$ cat src/rtl/fetch_ctrl_if.sv
// Fetch-side bus bundle: imem req/gnt/rvalid channel plus the valid/ready
// channel toward decode. master = fetch sequencer, slave = imem/decode side.
interface fetch_ctrl_if #(
  parameter int unsigned PC_WIDTH    = 32,
  parameter int unsigned INSTR_WIDTH = 32
);
  logic                   imem_req;
  logic [PC_WIDTH-1:0]    imem_addr;
  logic                   imem_gnt;
  logic                   imem_rvalid;
  logic [INSTR_WIDTH-1:0] imem_rdata;

  logic                   if_valid;
  logic [PC_WIDTH-1:0]    if_pc;
  logic [INSTR_WIDTH-1:0] if_instr;
  logic                   if_ready;

  modport master (
    output imem_req, imem_addr, if_valid, if_pc, if_instr,
    input  imem_gnt, imem_rvalid, imem_rdata, if_ready
  );

  modport slave (
    input  imem_req, imem_addr, if_valid, if_pc, if_instr,
    output imem_gnt, imem_rvalid, imem_rdata, if_ready
  );
endinterface

$ cat src/rtl/fetch_ctrl.sv
// Instruction-fetch sequencer: owns the fetch PC, single-outstanding imem
// request, hands {pc,instr} to decode, squashes on redirect.
// Optional FETCH_PERF_EN adds saturating fetch/stall performance counters.
module fetch_ctrl #(
  parameter int unsigned         PC_WIDTH    = 32,
  parameter int unsigned         INSTR_WIDTH = 32,
  parameter logic [PC_WIDTH-1:0] RESET_PC    = '0
) (
  input  logic                clk,
  input  logic                rst,
  input  logic                go,
  input  logic                redirect,
  input  logic [PC_WIDTH-1:0] redirect_pc,
  fetch_ctrl_if.master        bus,
  output logic                busy
`ifdef FETCH_PERF_EN
  ,
  output logic [31:0]         perf_fetch_cnt,
  output logic [31:0]         perf_stall_cnt
`endif
);

  localparam int unsigned PERF_W = 32;

  typedef enum logic [2:0] {
    S_IDLE,
    S_REQ,
    S_WAIT,
    S_HOLD,
    S_FLUSH
  } state_t;

  state_t                 state;
  state_t                 state_next;
  state_t                 resume;
  logic [PC_WIDTH-1:0]    pc;
  logic [PC_WIDTH-1:0]    pc_next;
  logic [PC_WIDTH-1:0]    target;
  logic                   capture;
  logic                   valid_next;
  logic                   req_q;
  logic                   busy_q;
  logic                   valid_q;
  logic [PC_WIDTH-1:0]    if_pc_q;
  logic [INSTR_WIDTH-1:0] if_instr_q;

  // Redirect targets are word aligned; the low two bits are dropped.
  assign target = redirect_pc & ~PC_WIDTH'(3);
  assign resume = go ? S_REQ : S_IDLE;

  // State register
  always_ff @(posedge clk) begin
    if (rst) begin
      state <= S_IDLE;
    end else begin
      state <= state_next;
    end
  end

  // Next-state, PC update and decode-register load decisions
  always_comb begin
    state_next = state;
    pc_next    = pc;
    capture    = 1'b0;
    valid_next = valid_q;
    case (state)
      S_IDLE: begin
        if (redirect) pc_next = target;
        if (go)       state_next = S_REQ;
      end
      S_REQ: begin
        if (redirect) begin
          pc_next = target;
          if (bus.imem_gnt) state_next = S_FLUSH;
        end else if (bus.imem_gnt) begin
          state_next = S_WAIT;
        end
      end
      S_WAIT: begin
        if (redirect) begin
          pc_next    = target;
          state_next = bus.imem_rvalid ? resume : S_FLUSH;
        end else if (bus.imem_rvalid) begin
          capture    = 1'b1;
          pc_next    = pc + PC_WIDTH'(4);
          valid_next = 1'b1;
          state_next = S_HOLD;
        end
      end
      S_HOLD: begin
        if (redirect || bus.if_ready) begin
          valid_next = 1'b0;
          state_next = resume;
          if (redirect) pc_next = target;
        end
      end
      S_FLUSH: begin
        // The squashed response still has to drain before a new request.
        if (redirect)         pc_next = target;
        if (bus.imem_rvalid)  state_next = resume;
      end
      default: begin
        state_next = S_IDLE;
      end
    endcase
  end

  // Datapath and registered outputs, derived from the next state
  always_ff @(posedge clk) begin
    if (rst) begin
      pc         <= RESET_PC;
      req_q      <= 1'b0;
      busy_q     <= 1'b0;
      valid_q    <= 1'b0;
      if_pc_q    <= '0;
      if_instr_q <= '0;
    end else begin
      pc      <= pc_next;
      req_q   <= (state_next == S_REQ);
      busy_q  <= (state_next != S_IDLE);
      valid_q <= valid_next;
      if (capture) begin
        if_pc_q    <= pc;
        if_instr_q <= bus.imem_rdata;
      end
    end
  end

  assign bus.imem_req  = req_q;
  assign bus.imem_addr = pc;
  assign bus.if_valid  = valid_q;
  assign bus.if_pc     = if_pc_q;
  assign bus.if_instr  = if_instr_q;
  assign busy          = busy_q;

`ifdef FETCH_PERF_EN
  logic              fetch_evt;
  logic              stall_evt;
  logic [PERF_W-1:0] fetch_cnt_q;
  logic [PERF_W-1:0] stall_cnt_q;

  assign fetch_evt = valid_q & bus.if_ready;
  assign stall_evt = ((state == S_REQ)  && !bus.imem_gnt) ||
                     ((state == S_WAIT) && !bus.imem_rvalid);

  // Saturating event counters
  always_ff @(posedge clk) begin
    if (rst) begin
      fetch_cnt_q <= '0;
      stall_cnt_q <= '0;
    end else begin
      if (fetch_evt && (fetch_cnt_q != '1)) fetch_cnt_q <= fetch_cnt_q + PERF_W'(1);
      if (stall_evt && (stall_cnt_q != '1)) stall_cnt_q <= stall_cnt_q + PERF_W'(1);
    end
  end

  assign perf_fetch_cnt = fetch_cnt_q;
  assign perf_stall_cnt = stall_cnt_q;
`endif

  a_req_only_in_req: assert property (@(posedge clk) disable iff (rst)
    bus.imem_req |-> (state == S_REQ));
  a_valid_only_in_hold: assert property (@(posedge clk) disable iff (rst)
    bus.if_valid |-> (state == S_HOLD));

endmodule
$ cat src/flat_wrapper.sv
// flat-port wrapper written by rule: the top's interface ports become plain ports
module fetch_ctrl_flat 
#(
  parameter int unsigned         PC_WIDTH    = 32,
  parameter int unsigned         INSTR_WIDTH = 32,
  parameter logic [PC_WIDTH-1:0] RESET_PC    = '0
)
  (clk, rst, go, redirect, redirect_pc, busy, bus_imem_req, bus_imem_addr, bus_if_valid, bus_if_pc, bus_if_instr, bus_imem_gnt, bus_imem_rvalid, bus_imem_rdata, bus_if_ready);
  fetch_ctrl_if #(.PC_WIDTH(PC_WIDTH), .INSTR_WIDTH(INSTR_WIDTH)) bus_i ();
  input  logic clk;
  input  logic rst;
  input  logic go;
  input  logic redirect;
  input  logic [PC_WIDTH-1:0] redirect_pc;
  output logic busy;
  output wire logic [$bits(bus_i.imem_req)-1:0] bus_imem_req;
  output wire logic [$bits(bus_i.imem_addr)-1:0] bus_imem_addr;
  output wire logic [$bits(bus_i.if_valid)-1:0] bus_if_valid;
  output wire logic [$bits(bus_i.if_pc)-1:0] bus_if_pc;
  output wire logic [$bits(bus_i.if_instr)-1:0] bus_if_instr;
  input wire logic [$bits(bus_i.imem_gnt)-1:0] bus_imem_gnt;
  input wire logic [$bits(bus_i.imem_rvalid)-1:0] bus_imem_rvalid;
  input wire logic [$bits(bus_i.imem_rdata)-1:0] bus_imem_rdata;
  input wire logic [$bits(bus_i.if_ready)-1:0] bus_if_ready;
  assign bus_imem_req = bus_i.imem_req;
  assign bus_imem_addr = bus_i.imem_addr;
  assign bus_if_valid = bus_i.if_valid;
  assign bus_if_pc = bus_i.if_pc;
  assign bus_if_instr = bus_i.if_instr;
  assign bus_i.imem_gnt = bus_imem_gnt;
  assign bus_i.imem_rvalid = bus_imem_rvalid;
  assign bus_i.imem_rdata = bus_imem_rdata;
  assign bus_i.if_ready = bus_if_ready;
  fetch_ctrl #(.PC_WIDTH(PC_WIDTH), .INSTR_WIDTH(INSTR_WIDTH), .RESET_PC(RESET_PC)) u_core (.clk(clk), .rst(rst), .go(go), .redirect(redirect), .redirect_pc(redirect_pc), .bus(bus_i), .busy(busy));
endmodule
$ cat config.mk
export PLATFORM = sky130hd
export DESIGN_NAME = fetch_ctrl_flat
export DESIGN_NICKNAME = d
export VERILOG_FILES = /design/src/rtl/fetch_ctrl_if.sv /design/src/rtl/fetch_ctrl.sv /design/src/flat_wrapper.sv
export SDC_FILE = /design/constraint.sdc
export NUM_CORES = 1
export LEC_CHECK = 0
export ABC_AREA = 1
export ABC_CLOCK_PERIOD_IN_PS = 2200
export CAP_MARGIN = 0
export CORE_MARGIN = 3
export CORE_UTILIZATION = 30
export CTS_BUF_LIST = sky130_fd_sc_hd__clkbuf_4
export CTS_CLUSTER_DIAMETER = 120
export CTS_CLUSTER_SIZE = 14
export DETAILED_ROUTE_END_ITERATION = 16
export DONT_BUFFER_PORTS = 1
export GPL_TIMING_DRIVEN = 0
export PLACE_DENSITY = 0.42
export SLEW_MARGIN = 20
export SYNTH_ARGS = -nofsm -noshare
export SYNTH_HDL_FRONTEND = slang
export SYNTH_SLANG_ARGS = --single-unit
$ cat constraint.sdc
create_clock -name clk -period 2.2 [get_ports clk]
set_clock_uncertainty 0.05 [all_clocks]
set_input_delay 0.44 -clock clk [delete_from_list [all_inputs] [get_ports clk]]
set_output_delay 0.44 -clock clk [all_outputs]
set_load 0.03 [all_outputs]
# Yosys cells after proc, flatten, opt, wreduce, memory -nomap -nowiden
# Cells that the tools add are included.
[totals] regBits=102 in_bits=71 output_inout_bits=99 elab_cells=48
[op_classes] addsub=1 eq_ne=9 muxes=23 n_reduce_logical=8
[ops] operator="2-to-1 mux 32 bit" count=4
[ops] operator="one-hot mux 32 bit (3 select lines)" count=1
[ops] operator="adder 32 x 3 -> 32 bit (second input constant)" count=1
[ops] operator="2-to-1 mux 3 bit" count=9
[ops] operator="one-hot mux 3 bit (5 select lines)" count=1
[ops] operator="2-to-1 mux 1 bit" count=7
[ops] operator="equality test 3 x 1 -> 1 bit (second input constant)" count=2
[ops] operator="equality test 3 x 2 -> 1 bit (second input constant)" count=2
[ops] operator="nonzero test 3 bit" count=2
[ops] operator="inequality test 2 bit (second input constant)" count=2
[ops] operator="AND reduction 4 bit" count=1
[ops] operator="equality test 3 bit (second input constant)" count=1
[ops] operator="zero test 3 bit" count=1
[ops] operator="inequality test 3 bit (second input constant)" count=1
[ops] operator="AND reduction 3 bit" count=1
[ops] operator="OR reduction 3 bit" count=1
[ops] operator="inequality test 2 x 1 -> 1 bit (second input constant)" count=1
[ops] operator="one-hot mux 1 bit (2 select lines)" count=1
[ops] operator="nonzero test 2 bit" count=1
[ops] operator="logical OR 1 bit" count=1

# Logic depth before layout (Yosys ltp)
# Gate-level depths: netlist (run 1).
[logic_depth] word_depth=5 ltp_mapped=11 ltp_nobuf=10

# Least setup slack after synthesis (run 1)
# OpenSTA, ideal clock, no wires.
[synth_path] path_type="register to register" from="register u_core.pc[3], in the netlist u_core.bus.imem_addr[3]" to="register u_core.pc[22], in the netlist u_core.bus.imem_addr[22]" setup_time_ns=0.131 arrival_time_ns=1.606 required_ns=2.019 slack_ns=0.414 path_stages_with_launch=11 n_path_buf=0 period_less_slack_ns=1.786 path_cell_list="dfxtp_1 ha_1 nand2_1 nor2_2 nand2_1 nor2_4 nand3_1 nand2_1 nand2_1 nand2_1 a21oi_2"
[synth_between] elab_chain_len=4
[synth_lines] element="from (decl)" line="fetch_ctrl.sv:36" rtl="logic [PC_WIDTH-1:0] pc;"
[synth_lines] element="from (signal assigned)" line="fetch_ctrl.sv:118" rtl="pc <= pc_next;"
[synth_lines] element="adder 32 x 3 -> 32 bit" line="fetch_ctrl.sv:85" rtl="pc_next = pc + PC_WIDTH'(4);"
[synth_lines] element="2-to-1 mux 32 bit" line="fetch_ctrl.sv:83" rtl="end else if (bus.imem_rvalid) begin"
[synth_lines] element="2-to-1 mux 32 bit" line="fetch_ctrl.sv:80" rtl="if (redirect) begin"
[synth_lines] element="one-hot mux 32 bit (3 select lines)" line="fetch_ctrl.sv:66" rtl="case (state)"
# No other way between the ends. The select of a mux whose other input is x is not followed.
# A chain may end at the register's enable or synchronous reset.

# Worst setup path in the final report (run 1)
[layout_path] from="register u_core.pc[10], in the netlist u_core.bus.imem_addr[10]" to="register u_core.pc[21], in the netlist u_core.bus.imem_addr[21]"
# Same word-level chain as after synthesis.

==> results of run 1 <==
power groups by stage:
| stage | Sequential (W) | Clock, W | Combinational (W) |
|---|---|---|---|
| 3_3_place_gp | 0.00216 | 0 | 0.000433 |
| 2_1_floorplan | 0.00211 | 0 | 0.000337 |
| 4_1_cts | 0.00212 | 0.000991 | 0.000482 |
| 5_1_grt | 0.00214 | 0.00108 | 0.000546 |
| 3_5_place_dp | 0.00216 | 0 | 0.000440 |
| 6_report | 0.00212 | 0.000938 | 0.000483 |
state kept, by name, indices dropped and copies added (netlist names):
name,flops
u_core.bus.if_instr,32
u_core.state,3
u_core.bus.if_pc,30
u_core.bus.imem_addr,30
u_core.busy,1
u_core.bus.imem_req,1
u_core.bus.if_valid,1
cells by family after synthesis:
| logic type | after synthesis | synth area share |
|---|---|---|
| buf+inv | 84 | 0.0854 |
| flops | 98 | 0.416 |
| fa+ha+maj | 1 | 0.00265 |
| simple gates | 372 | 0.325 |
| xor+xnor | 4 | 0.00743 |
| mux | 1 | 0.00212 |
| other cells | 1 | 0.000795 |
| compound gates | 146 | 0.160 |
cells in the mapped netlist (2+ instances only):
library cell / count / share of area
nand3_4: 2 / 0.0074
nand3_1: 37 / 0.039
a21oi_1: 49 / 0.052
nor2_2: 3 / 0.0040
nand4_1: 3 / 0.0040
inv_1: 41 / 0.033
inv_2: 3 / 0.0024
buf_6: 4 / 0.0096
o31ai_1: 2 / 0.0032
nor3_1: 2 / 0.0021
dfxtp_1: 98 / 0.42
o21ai_1: 9 / 0.0096
nand2_1: 143 / 0.11
nor2_1: 169 / 0.13
o21ai_0: 80 / 0.085
nand3b_1: 3 / 0.0048
clkbuf_1: 11 / 0.0088
buf_2: 13 / 0.014
nor2_4: 2 / 0.0048
xor2_1: 4 / 0.0074
nand2_2: 5 / 0.0066
buf_4: 10 / 0.016
routing by layer:
metal	global-route usage	up-vias	routed length (um)
li1	-	2349	-
met4	0.0397	0	235
met5	0	-	0
met2	0.320	158	7830
met1	0.218	2088	6840
met3	0.0781	15	1440
worst paths after layout:
check / startpoint / to / depth (start not counted)
worst max-delay path: u_core.bus.imem_addr[10] / u_core.bus.imem_addr[21] / 9
worst min-delay path: bus_imem_rdata[6] / u_core.bus.if_instr[6] / 2
worst min register to register: u_core.bus.imem_addr[3] / u_core.bus.if_pc[3] / 2
worst max register to register: u_core.bus.imem_addr[10] / u_core.bus.imem_addr[21] / 9
cell type report:
cell class / instances / area (um2) / share of cell area
Buffer: 39 / 231 / 0.0426
Clock buffer: 9 / 67.6 / 0.0124
Clock inverter: 7 / 60.1 / 0.0110
Inverter: 45 / 171 / 0.0315
Multi-Input combinational cell: 528 / 2360 / 0.435
Sequential cell: 98 / 1980 / 0.364
Tap cell: 211 / 264 / 0.0486
Timing Repair Buffer: 30 / 300 / 0.0552
through the flow:
stage,hold WS (ns),total power (W),util,instance area [um2]
3_5_place_dp,0.531,0.00260,0.326,4990
5_1_grt,0.00130,0.00376,0.355,5440
3_3_place_gp,0.528,0.00259,0.326,4990
2_1_floorplan,0.525,0.00244,-,4730
4_1_cts,0.000640,0.00360,0.353,5410
6_report,0.0454,0.00354,0.355,5440
timing repair:
action,CTS,global route
pin swaps,0,0
hold buffers,29,1
endpoints found under the setup margin,8,11
gates resized for setup,2,9
hold endpoints to repair,29,1
cloned,0,0
==> metrics.cfg, run 1 <==
[power_and_ir_drop]
netSwitchingFraction = 0.353
p_int_w = 0.00229
p_clk_frac = 0.265
combinationalPowerShare = 0.136
p_leak_nw = 2.19
switching_power_w = 0.00125
power_frac_seq = 0.599
peakVddDrop_mv = 0.395
p_per_area_nw_per_um2 = 652

[grt]
track_usage = 0.186
grt_pass1_wl_um = 25400
grt_start_max_net_pins = 19
antenna_found_initial = 0
grt_pass1_vias = 4554
gr-total-overflow = 0

[sta]
final.period_utilization = 0.926
maxSlewViolCount = 0
setup_ws_ns = 0.163
rsz0062_at_grt = false
fin_crit_ns = 2.04
setup_viol = 0
slew_headroom = 0.597
tightest_slew_ns = 0.604
tns_ns = 0
hold_viol_final = 0
fmaxAchievable_mhz = 491

[outcome]
status = finished, final reports clean

[place]
gp_congestion = 0.850
io_buffers = 0
place_inst = 921
preCtsSetupSlack_ns = -0.0549
dpl.hpwl_um = 12500

[route]
viasPerCell = 4.77
via_count = 4610
wl_um = 16300
ant_nets = 0
drt_iter0_drc = 235
drt-wirelength-per-cell_um = 16.9
dr.pass1.iters = 5
drc = 0

[clock_network]
path_clk_slew_ns = 0.16
cts.sinks = 98
htreeDepth = 3
cts_root_buf = clkbuf_4
post-cts-setup-buffers = 0
clock_path_buffers = 2
insertion_delay_ns = 0.49
cts_buffers = 9
tritoncts = yes

[die]
die_w_um = 131
fp.dieArea_um2 = 17300
io_pins = 170
start_util = 0.308
coreArea_um2 = 15300
fp-row-count = 45
dieHeight_um = 131

[critical_path]
critPathCaptureType = register
slowest_stage = dfxtp_1
cpMostUsedCell = nand2_1
start_kind = register
r2r_slack_ns = 0.16
crit_required_ns = 2.51
max_stage_delay_ns = 0.66
critical_path_buf_inv_count = 1
path_cells = nand2_1 -> nor2_1 -> inv_1 -> nor2_2 -> nand3_1 -> nand2_1 -> nand2_1 -> nand2_1 -> a21oi_1
critPathTopFamily = simple AND/OR/NAND/NOR gates
crit_fanout = 5
crit_type = reg2reg
crit_arrival_ns = 2.35

[yosys]
synthCells = 707
ys_ff_latch = 98
syn_area_um2 = 4720
synth_warnings = 0
synthArstFlopShare = 0
synth_edf_count = 0
yosysUniqueCellTypes = 36
synth_seq_area_share = 0.416
ys.flop_type = dfxtp_1
syn_avg_cell_area_um2 = 6.67

[worst_hold_path]
hold_class = in2reg

[layout]
syn_to_final_growth_pct = 15.3
fillers = 1716
drive_above_1_share = 0.0939
layout_commonest_cell = nor2_1
num_antenna_cells = 0
final_cell_mix = 168 x nor2_1, 143 x nand2_1, 90 x dfxtp_1, 80 x o21ai_0, 49 x a21oi_1
finalNonFillerCells = 967
fin_nets = 823

[job]
max_cap_viol_count = 0

(Power assumes the default switching activity.)
==> inputs of run 2 (changes only) <==
--- a/config.mk
+++ b/config.mk
@@ -10,13 +10,14 @@
 export CAP_MARGIN = 0
 export CORE_MARGIN = 3
 export CORE_UTILIZATION = 30
-export CTS_BUF_LIST = sky130_fd_sc_hd__clkbuf_4
+export CTS_BUF_LIST = sky130_fd_sc_hd__clkbuf_2
 export CTS_CLUSTER_DIAMETER = 120
 export CTS_CLUSTER_SIZE = 14
 export DETAILED_ROUTE_END_ITERATION = 16
 export DONT_BUFFER_PORTS = 1
 export GPL_TIMING_DRIVEN = 0
 export PLACE_DENSITY = 0.42
+export SETUP_SLACK_MARGIN = 0.1
 export SLEW_MARGIN = 20
 export SYNTH_ARGS = -nofsm -noshare
 export SYNTH_HDL_FRONTEND = slang
==> metrics.cfg, run 2 (same netlist as run 1, synthesis figures left out) <==
[sta]
hold_viol_final = 0
fmaxAchievable_mhz = 509
slew_headroom = 0.586
maxSlewViolCount = 0
rsz0062_at_grt = false
final.period_utilization = 0.892
setup_viol = 0
tightest_slew_ns = 0.622
fin_crit_ns = 1.96

[clock_network]
path_clk_slew_ns = 0.29
post-cts-setup-buffers = 0
cts_buffers = 9
tritoncts = yes
cts_root_buf = clkbuf_2
htreeDepth = 3
insertion_delay_ns = 0.63
clock_path_buffers = 2
cts.sinks = 98

[layout]
largest_reg_flops = 32
drive_above_1_share = 0.0947
layout_commonest_cell = nor2_1
num_antenna_cells = 0
syn_to_final_growth_pct = 22.7
final_cell_mix = 168 x nor2_1, 143 x nand2_1, 86 x dfxtp_1, 80 x o21ai_0, 66 x dlygate4sd3_1
final_core_util = 0.378
fin_nets = 859

[critical_path]
crit_fanout = 6
start_kind = register
crit_type = reg2reg
crit_arrival_ns = 2.42
crit_required_ns = 2.66
critPathCaptureType = register

[grt]
gr-total-overflow = 0
grt_pass1_vias = 4734
grt_start_max_net_pins = 19
grt_pass1_wl_um = 26000
antenna_found_initial = 0
track_usage = 0.190

[die]
die_w_um = 131
start_util = 0.308
dieHeight_um = 131
fp.dieArea_um2 = 17300
io_pins = 170
fp-row-count = 45
coreArea_um2 = 15300

[route]
via_count = 4780
ant_nets = 0
wl_um = 16600
drt_iter0_drc = 257
drt-wirelength-per-cell_um = 16.6
dr.pass1.iters = 7
drc = 0
drt-met1-wl_um = 6920
viasPerCell = 4.77
dr.max_layer_used = met4
wl_met2_um = 8040
dr_wl_met3_um = 1470

[outcome]
status = finished, final reports clean

[power_and_ir_drop]
peakVddDrop_mv = 0.402
p_leak_nw = 2.34
finalPower_w = 0.00353
p_per_area_nw_per_um2 = 611

[job]
max_cap_viol_count = 0

[place]
gp_congestion = 0.850
io_buffers = 0
dpl.hpwl_um = 12500

[worst_hold_path]
hold_class = in2reg

run 2: timing repair:
item,in CTS,in global routing
gates resized for setup,4,12
endpoints found under the setup margin,12,17
hold endpoints to repair,64,0
hold buffers,66,0
run 2: report_power, final:
group	internal [W]	switching [W]	total, W
Clock	0.000170	0.000691	0.000861
Combinational	0.000229	0.000310	0.000539
Sequential	0.00186	0.000269	0.00213
run 2: per-stage QoR:
| stage | instances | setup WS, ns | hold WS, ns | setup TNS (ns) | cell area [um2] |
|---|---|---|---|---|---|
| after CTS | 1003 | 0.0955 | 0.0496 | 0 | 5760 |
| after global routing | 1003 | 0.105 | 0.0317 | 0 | 5780 |
| final | 1003 | 0.237 | 0.119 | 0 | 5780 |
| after floorplan | 710 | 0.414 | 0.525 | 0 | 4730 |
| after global placement | 921 | -0.0426 | 0.528 | -0.0426 | 4990 |
| after detailed placement | 921 | -0.0549 | 0.531 | -0.0571 | 4990 |
run 2: area by class of cell:
cell class | instances | area [um2]
buffer | 39 | 231
clock buffer | 9 | 45.0
clock inverter | 7 | 60.1
fill | 1694 | 9530
inverter | 45 | 171
multi-input combinational | 528 | 2370
sequential | 98 | 1980
tap | 211 | 264
timing repair buffer | 66 | 661
run 2: critical path, cell delays in order (launching register included):
cell and delay, ns:
dfxtp_1 0.70, nand2_1 0.15, nor2_1 0.32, nand2_1 0.15, nor2_1 0.18, nand2_1 0.07, nand2_1 0.06, nand3_1 0.07
nand2_1 0.07, a21oi_1 0.05
run 2: final timing paths:
kind,start,to,slack (ns),depth (start not counted)
setup / recovery,u_core.bus.imem_addr[15],u_core.bus.imem_addr[26],0.24,9
hold / removal,go,u_core.state[0],0.12,4
setup reg to reg,u_core.bus.imem_addr[15],u_core.bus.imem_addr[26],0.24,9
hold reg to reg,u_core.bus.imem_addr[16],u_core.bus.imem_addr[16],0.56,2
run 2: routing by layer:
layer  vias to the layer above  GRT usage
li1                       2420          -
met1                      2160      0.223
met2                       187      0.334
met3                        13     0.0739
met4                         0     0.0321
met5                         -          0
